`config.mk`:
```
export PLATFORM = sky130hd
export DESIGN_NAME = pool_layer_scheduler
export DESIGN_NICKNAME = d
export VERILOG_FILES = /design/src/rtl/cnn_pkg.sv /design/src/rtl/layer_desc_table.sv /design/src/rtl/pool_layer_scheduler.sv
export SDC_FILE = /design/constraint.sdc
export NUM_CORES = 2
export LEC_CHECK = 0
export ABC_AREA = 1
export CAP_MARGIN = 10
export CORE_AREA = 2 2 358 360
export CTS_CLUSTER_DIAMETER = 150
export DETAILED_ROUTE_END_ITERATION = 8
export DIE_AREA = 0 0 360 362
export DONT_BUFFER_PORTS = 1
export HOLD_SLACK_MARGIN = 0.02
export MAX_ROUTING_LAYER = met4
export PLACE_DENSITY = 0.62
export SYNTH_ARGS = -nofsm -noshare
export SYNTH_HDL_FRONTEND = slang
export SYNTH_SLANG_ARGS = --single-unit
```
`constraint.sdc`:
```
create_clock -name clk -period 26 [get_ports clk]
set_input_delay 6.5 -clock clk [delete_from_list [all_inputs] [get_ports clk]]
set_output_delay 6.5 -clock clk [all_outputs]
set_load 0.01 [all_outputs]
```
`src/rtl/cnn_pkg.sv`:
```
// Shared types and widths for the pooling-layer scheduler slice.
package cnn_pkg;

    localparam int DATA_SZ = 16;
    localparam int ADDR_SZ = 16;

    typedef enum logic [2:0] {
        ST_IDLE   = 3'd0,
        ST_ARM    = 3'd1,
        ST_RUN    = 3'd2,
        ST_NEXT   = 3'd3,
        ST_FINISH = 3'd4,
        ST_ERR    = 3'd5
    } sched_state_t;

    typedef enum logic [1:0] {
        ERR_NONE    = 2'd0,
        ERR_TIMEOUT = 2'd1,
        ERR_SIZE    = 2'd2,
        ERR_ADDR    = 2'd3
    } sched_err_t;

    typedef struct packed {
        logic [DATA_SZ-1:0] imgsNumber;
        logic [DATA_SZ-1:0] imgSize;
        logic [DATA_SZ-1:0] windowSize;
    } layer_desc_t;

endpackage

```
`src/rtl/layer_desc_table.sv`:
```
// Descriptor register file: one synchronous write port, one combinational read port.
module layer_desc_table
    import cnn_pkg::*;
#(
    parameter int MAX_LAYERS = 8,
    parameter int IDX_W      = $clog2(MAX_LAYERS)
) (
    input  logic              clk,
    input  logic              we,
    input  logic [IDX_W-1:0]  wr_idx,
    input  layer_desc_t       wr_data,
    input  logic [IDX_W-1:0]  rd_idx,
    output layer_desc_t       rd_data
);

    layer_desc_t mem_r [MAX_LAYERS];

    // Descriptor storage; deliberately survives reset so a host can reprogram only what changes.
    always_ff @(posedge clk) begin
        if (we) begin
            mem_r[wr_idx] <= wr_data;
        end
    end

    assign rd_data = mem_r[rd_idx];

endmodule

```
`src/rtl/pool_layer_scheduler.sv`:
```
// Runs a chain of pooling passes on one pool_layer engine, chaining each layer's
// input address onto the region the previous layer produced.
module pool_layer_scheduler
    import cnn_pkg::*;
#(
    parameter int MAX_LAYERS = 8,
    parameter int TIMEOUT    = 65535
) (
    input  logic                            clk,
    input  logic                            reset,
    input  logic                            cfgWe,
    input  logic [$clog2(MAX_LAYERS)-1:0]   cfgIdx,
    input  logic [DATA_SZ-1:0]              cfgImgsNumber,
    input  logic [DATA_SZ-1:0]              cfgImgSize,
    input  logic [DATA_SZ-1:0]              cfgWindowSize,
    input  logic [$clog2(MAX_LAYERS):0]     layerCount,
    input  logic [ADDR_SZ-1:0]              baseAddr,
    input  logic                            start,
    output logic                            busy,
    output logic                            done,
    output logic [1:0]                      errCode,
    output logic [$clog2(MAX_LAYERS)-1:0]   curLayer,
    output logic                            layerReset,
    output logic                            layerEnable,
    output logic [DATA_SZ-1:0]              layerImgsNumber,
    output logic [DATA_SZ-1:0]              layerImgSize,
    output logic [DATA_SZ-1:0]              layerWindowSize,
    output logic [ADDR_SZ-1:0]              layerImgsAddr,
    input  logic                            layerDone
);

    localparam int IDX_W = $clog2(MAX_LAYERS);
    localparam int CNT_W = IDX_W + 1;
    localparam int WD_W  = 17;
    localparam int PW    = 2 * DATA_SZ + 1;
    localparam int SW1   = 3 * DATA_SZ + 1;
    localparam logic [CNT_W-1:0] MAX_CNT  = CNT_W'(MAX_LAYERS);
    localparam logic [WD_W-1:0]  WD_LIMIT = WD_W'(TIMEOUT);
    localparam logic [WD_W-1:0]  WD_ONE   = {{(WD_W-1){1'b0}}, 1'b1};

    sched_state_t        state_r, state_s;
    sched_err_t          err_r, err_s;
    logic                busy_r, busy_s, done_r, done_s;
    logic                lreset_r, lreset_s, len_r, len_s;
    logic [IDX_W-1:0]    cur_r, cur_s;
    logic [CNT_W-1:0]    cnt_r, cnt_s;
    logic [DATA_SZ-1:0]  nimg_r, nimg_s, size_r, size_s, win_r, win_s;
    logic [DATA_SZ-1:0]  prev_size_r, prev_size_s, prev_win_r, prev_win_s;
    logic [ADDR_SZ-1:0]  addr_r, addr_s;
    logic [WD_W-1:0]     wd_r, wd_s;

    logic                we_s, idle_like_s, desc_ok_s, overflow_s, last_s;
    logic [IDX_W-1:0]    rd_idx_s, cur_inc_s;
    layer_desc_t         wr_desc_s, tbl_desc_s, desc_s;
    logic [PW-1:0]       lo_s, hi_s;
    logic [SW1-1:0]      next_addr_s;

    assign idle_like_s = (state_r == ST_IDLE) || (state_r == ST_FINISH) || (state_r == ST_ERR);
    assign we_s        = cfgWe && idle_like_s;
    assign wr_desc_s   = '{imgsNumber: cfgImgsNumber, imgSize: cfgImgSize, windowSize: cfgWindowSize};
    assign cur_inc_s   = cur_r + {{(IDX_W-1){1'b0}}, 1'b1};
    assign rd_idx_s    = (state_r == ST_NEXT) ? cur_inc_s : {IDX_W{1'b0}};

    layer_desc_table #(.MAX_LAYERS(MAX_LAYERS), .IDX_W(IDX_W)) u_table (
        .clk     (clk),
        .we      (we_s),
        .wr_idx  (cfgIdx),
        .wr_data (wr_desc_s),
        .rd_idx  (rd_idx_s),
        .rd_data (tbl_desc_s)
    );

    // A write landing on the same edge as start must already be visible to layer 0.
    assign desc_s = (we_s && (cfgIdx == rd_idx_s)) ? wr_desc_s : tbl_desc_s;

    // (s+1)*w is formed as s*w + w to share the multiplier.
    assign lo_s      = PW'(size_r) * PW'(prev_win_r);
    assign hi_s      = lo_s + PW'(prev_win_r);
    assign desc_ok_s = (win_r != {DATA_SZ{1'b0}}) &&
                       ((cur_r == {IDX_W{1'b0}}) ||
                        ((lo_s <= PW'(prev_size_r)) && (PW'(prev_size_r) < hi_s)));

    assign next_addr_s = SW1'(size_r) * SW1'(size_r) * SW1'(nimg_r) + SW1'(addr_r);
    assign overflow_s  = |next_addr_s[SW1-1:ADDR_SZ];
    assign last_s      = ({1'b0, cur_r} + {{IDX_W{1'b0}}, 1'b1}) == cnt_r;

    // Next-state and next-output logic; every output is registered from these values.
    always_comb begin
        state_s     = state_r;
        err_s       = err_r;
        busy_s      = busy_r;
        done_s      = done_r;
        lreset_s    = lreset_r;
        len_s       = len_r;
        cur_s       = cur_r;
        cnt_s       = cnt_r;
        nimg_s      = nimg_r;
        size_s      = size_r;
        win_s       = win_r;
        prev_size_s = prev_size_r;
        prev_win_s  = prev_win_r;
        addr_s      = addr_r;
        wd_s        = wd_r;
        case (state_r)
            ST_IDLE, ST_FINISH, ST_ERR: begin
                lreset_s = 1'b1;
                len_s    = 1'b0;
                if (start) begin
                    cnt_s  = (layerCount > MAX_CNT) ? MAX_CNT : layerCount;
                    cur_s  = {IDX_W{1'b0}};
                    done_s = 1'b0;
                    err_s  = ERR_NONE;
                    if (layerCount == {CNT_W{1'b0}}) begin
                        state_s = ST_FINISH;
                        done_s  = 1'b1;
                        busy_s  = 1'b0;
                    end else begin
                        state_s = ST_ARM;
                        busy_s  = 1'b1;
                        nimg_s  = desc_s.imgsNumber;
                        size_s  = desc_s.imgSize;
                        win_s   = desc_s.windowSize;
                        addr_s  = baseAddr;
                    end
                end else begin
                    state_s = state_r;
                end
            end
            ST_ARM: begin
                if (desc_ok_s) begin
                    state_s  = ST_RUN;
                    lreset_s = 1'b0;
                    len_s    = 1'b1;
                    wd_s     = {WD_W{1'b0}};
                end else begin
                    state_s  = ST_ERR;
                    err_s    = ERR_SIZE;
                    busy_s   = 1'b0;
                    lreset_s = 1'b1;
                    len_s    = 1'b0;
                end
            end
            ST_RUN: begin
                if (layerDone) begin
                    state_s = ST_NEXT;
                    len_s   = 1'b0;
                end else if ((WD_LIMIT != {WD_W{1'b0}}) && ((wd_r + WD_ONE) == WD_LIMIT)) begin
                    state_s  = ST_ERR;
                    err_s    = ERR_TIMEOUT;
                    busy_s   = 1'b0;
                    lreset_s = 1'b1;
                    len_s    = 1'b0;
                end else begin
                    wd_s = wd_r + WD_ONE;
                end
            end
            ST_NEXT: begin
                lreset_s = 1'b1;
                if (overflow_s) begin
                    state_s = ST_ERR;
                    err_s   = ERR_ADDR;
                    busy_s  = 1'b0;
                end else if (last_s) begin
                    state_s = ST_FINISH;
                    done_s  = 1'b1;
                    busy_s  = 1'b0;
                end else begin
                    state_s     = ST_ARM;
                    cur_s       = cur_inc_s;
                    addr_s      = next_addr_s[ADDR_SZ-1:0];
                    prev_size_s = size_r;
                    prev_win_s  = win_r;
                    nimg_s      = desc_s.imgsNumber;
                    size_s      = desc_s.imgSize;
                    win_s       = desc_s.windowSize;
                end
            end
            default: begin
                state_s  = ST_IDLE;
                busy_s   = 1'b0;
                lreset_s = 1'b1;
                len_s    = 1'b0;
            end
        endcase
    end

    // State and output registers with synchronous active-low reset.
    always_ff @(posedge clk) begin
        if (!reset) begin
            state_r     <= ST_IDLE;
            err_r       <= ERR_NONE;
            busy_r      <= 1'b0;
            done_r      <= 1'b0;
            lreset_r    <= 1'b1;
            len_r       <= 1'b0;
            cur_r       <= {IDX_W{1'b0}};
            cnt_r       <= {CNT_W{1'b0}};
            nimg_r      <= {DATA_SZ{1'b0}};
            size_r      <= {DATA_SZ{1'b0}};
            win_r       <= {DATA_SZ{1'b0}};
            prev_size_r <= {DATA_SZ{1'b0}};
            prev_win_r  <= {DATA_SZ{1'b0}};
            addr_r      <= {ADDR_SZ{1'b0}};
            wd_r        <= {WD_W{1'b0}};
        end else begin
            state_r     <= state_s;
            err_r       <= err_s;
            busy_r      <= busy_s;
            done_r      <= done_s;
            lreset_r    <= lreset_s;
            len_r       <= len_s;
            cur_r       <= cur_s;
            cnt_r       <= cnt_s;
            nimg_r      <= nimg_s;
            size_r      <= size_s;
            win_r       <= win_s;
            prev_size_r <= prev_size_s;
            prev_win_r  <= prev_win_s;
            addr_r      <= addr_s;
            wd_r        <= wd_s;
        end
    end

    assign busy            = busy_r;
    assign done            = done_r;
    assign errCode         = err_r;
    assign curLayer        = cur_r;
    assign layerReset      = lreset_r;
    assign layerEnable     = len_r;
    assign layerImgsNumber = nimg_r;
    assign layerImgSize    = size_r;
    assign layerWindowSize = win_r;
    assign layerImgsAddr   = addr_r;

endmodule

```
==> impl_metrics.csv <==
group,metric,value,unit
clocking,cts_max_level,2,
logic_synthesis,post_synth_inst_count,6716,
grt,grt_pass1_wl,261800,um
grt,grt_max_degree,194,
clocking,post-cts-setup-buffers,0,
timing,timing.final.crit_period,14.73,ns
final_layout,nets,7795,
pwr,peakVddDrop,0.08892,mV
placement,pre_cts_ws,11.55,ns
logic_synthesis,yosysTopAreaCell,"fa_1",
worst_setup_path,r2r_slack,11.27,ns
grt,busiest_layer,"met2",
timing,fin_skew,0.03471,ns
placement,numPortBuffers,0,
worst_setup_path,worst-setup-path-type,"flip-flop to flip-flop",
worst_setup_path,arrival,15.14,ns
clocking,clock_latency,0.60,ns
min_path,hp-class,"flip-flop to flip-flop",
logic_synthesis,synth-main-ff-cell,"edfxtp_1",
clocking,numClockSinks,513,
timing,hold_violations,0,
detailed_routing,wl_per_cell,20.08,um
clocking,holdBufCountCts,0,
grt,grtUsageMet3,5.573,%
timing,setup_tns,0,ns
worst_setup_path,crit_family,"adder cells",
logic_synthesis,ys_top_cells_by_area,"fa_1, edfxtp_1, inv_1, ha_1, nand2_1",
timing,fmax,0.06790,GHz
clocking,clk_pin_slew,0.07,ns
clocking,cts_buffers,46,
clocking,root_buffer,"clkbuf_16",
floorplanning,start_util,44.69,%
grt,grtUsageMet2,42.67,%
timing,fin_crit_sh,56.64,%
final_layout,drive_gt1_share,5.364,%
timing,final-setup-viol-count,0,
detailed_routing,viasPerCell,5.283,
timing,layout_setup_ws,11.27,ns
floorplanning,core-area,126700,sq um
worst_setup_path,cpMostUsedCell,"fa_1",
worst_setup_path,start_kind,"flip-flop",
pwr,powerDensity,78.90,nW/um^2
final_layout,fillers,12302,
detailed_routing,antenna_left,0,
logic_synthesis,yosysSeqAreaShare,24.93,%
worst_setup_path,max_stage_delay,0.84,ns
timing,relSlewSlack,16.37,%
logic_synthesis,synthDistinctLibCells,64,
logic_synthesis,synth.most_common_cell,"inv_1",
grt,grtUsageMet1,34.59,%
detailed_routing,vias,43561,
clocking,cts_resized,0,
worst_setup_path,endpoint_kind,"flip-flop",
final_layout,fin_area,59670,sq um
timing,worstMarginPinSlew,1.254,ns
final_layout,area_growth,5.388,%
floorplanning,die_x,360,um
logic_synthesis,syn_area,56620,sq um
floorplanning,ios,149,
pwr,p_leak,26.41,nW
run_status,outcome,"finished clean",
logic_synthesis,synth_seq_cells,513,
clocking,clockBufferDepth,3,
logic_synthesis,synth-edff-count,384,
grt,grtUsageTotal,26.53,%
detailed_routing,first_pass_iters,5,
logic_synthesis,async_flop_share,0,%
detailed_routing,drt-total-wl,165600,um
worst_setup_path,path_max_fanout,52,
worst_setup_path,path_buf_inv,11,
logic_synthesis,yosys_warnings,0,
flow_run,maxCapViolations,0,
grt,antenna_found_initial,4,
floorplanning,rows,131,
grt,grt_overflow_total,0,
grt,grt_pass1_vias,44957,
clocking,cts_tree,"built",
floorplanning,die-area,130300,sq um
logic_synthesis,synth_top_area_share,27.58,%
worst_setup_path,cp_slowest_cell,"buf_4",
timing,holdWs,0.4487,ns
placement,dp_hpwl,123900,um
logic_synthesis,synth_nets,7968,
worst_setup_path,crit_required,26.41,ns
logic_synthesis,synth_common_cells,"inv_1, nand2_1, fa_1, nor2_1, ha_1",
logic_synthesis,synth.avg_cell_area,8.431,sq um
detailed_routing,drt_iter0_drc,3145,
placement,gp_congestion,0.9767,
placement,dpl_cell_area,58130,sq um
detailed_routing,drc,0,
timing,slew_viol_final,0,
timing,rsz0062_at_grt,"no",
floorplanning,die_height,362,um
-- power breakdown --
group / internal [mW] / switching [mW]
sequential: 0.964 / 0.111
clock: 0.393 / 0.312
combinational: 0.957 / 1.97
-- through the flow --
step	std cells	utilization (%)	total power, mW
final	8246	47.10	4.708
after detailed placement	8157	45.88	3.949
after global routing	8246	47.10	5.071
after global placement	8157	45.88	3.962
after CTS	8243	47.09	4.700
after floorplan	6716	-	3.048
-- worst register-to-register path: cells and delay by family (launching register included) --
| family | cells | cell delay [ns] |
|---|---|---|
| fa+ha+maj | 14 | 6.93 |
| simple gates | 16 | 2.93 |
| buf+inv | 11 | 2.28 |
| compound gates | 8 | 1.53 |
| flops | 1 | 0.48 |
| xor+xnor | 2 | 0.41 |
-- final cells by class --
class	instances	area, sq um	area share, %
multi-input cells	4473	35960	60.27
repair buffers	71	545.5	0.9142
inverters	1438	5403	9.054
flip-flops and latches	513	14130	23.69
clock inverters	30	339.1	0.5682
clock buffers	56	1199	2.009
well taps	1662	2079	3.485
diodes	3	7.507	0.01258
-- layout by cell type (no fill, tap or decap), types with 15 or more instances in the layout --
cell type  synthesis  final
nor2_1           768    758
fa_1             780    780
ha_1             396    396
xnor2_1           31     29
nor3_1            26     26
nand2_1         1274   1272
a31oi_1           19     19
buf_4              2     70
o22a_1            43     43
edfxtp_1         384    384
inv_1           1419   1416
a21oi_1          230    230
dfxtp_2            0     16
o21ai_1           59     59
o21bai_1          15     15
clkbuf_16          0     46
nand4_1           35     35
o22ai_1           45     45
or2_2             36     37
o21ai_2           48     48
o21ai_0          317    317
nand3_1          139    139
a21oi_2           45     45
xor2_1            58     58
dfxtp_1          129    113
-- registers in the layout, summed over array words and instances (netlist names), 2 cells and up --
register         count
layerWindowSize     16
errCode              2
layerImgSize        16
wd_r                17
state_r              3
layerImgsAddr       16
u_table.mem_r      384
curLayer             3
layerImgsNumber     16
cnt_r                4
prev_win_r          16
prev_size_r         16
-- worst paths after layout --
| check | startpoint | end | cells past startpoint |
|---|---|---|---|
| worst max register to register | layerImgSize[3] | layerImgsNumber[5] | 51 |
| worst min register to register | prev_win_r[8] | prev_win_r[8] | 2 |
| worst max-delay path | layerImgSize[3] | layerImgsNumber[5] | 51 |
| worst min-delay path | prev_win_r[8] | prev_win_r[8] | 2 |
-- logic make-up (layout without fill, tap and decap cells) --
family / count (synthesis) / in the layout / share of synthesized area, %
buffers and inverters: 1730 / 1595 / 11.73
AO/OA/AOI/OAI: 869 / 869 / 9.067
adder cells (fa/ha/maj): 1176 / 1176 / 36.33
other: 0 / 3 / 0
XOR/XNOR: 90 / 90 / 1.405
flip-flops: 513 / 513 / 24.93
AND/OR/NAND/NOR: 2338 / 2338 / 16.54
-- layer usage --
| layer | vias to the layer above | share of wire (%) | wire length, um |
|---|---|---|---|
| met5 | - | 0 | 0 |
| met4 | 0 | 2.2 | 3626 |
| met3 | 224 | 8.5 | 14140 |
| met2 | 1441 | 47 | 77260 |
| met1 | 21600 | 43 | 70580 |
| li1 | 20296 | - | - |
Power figures use the tool's default switching activity.
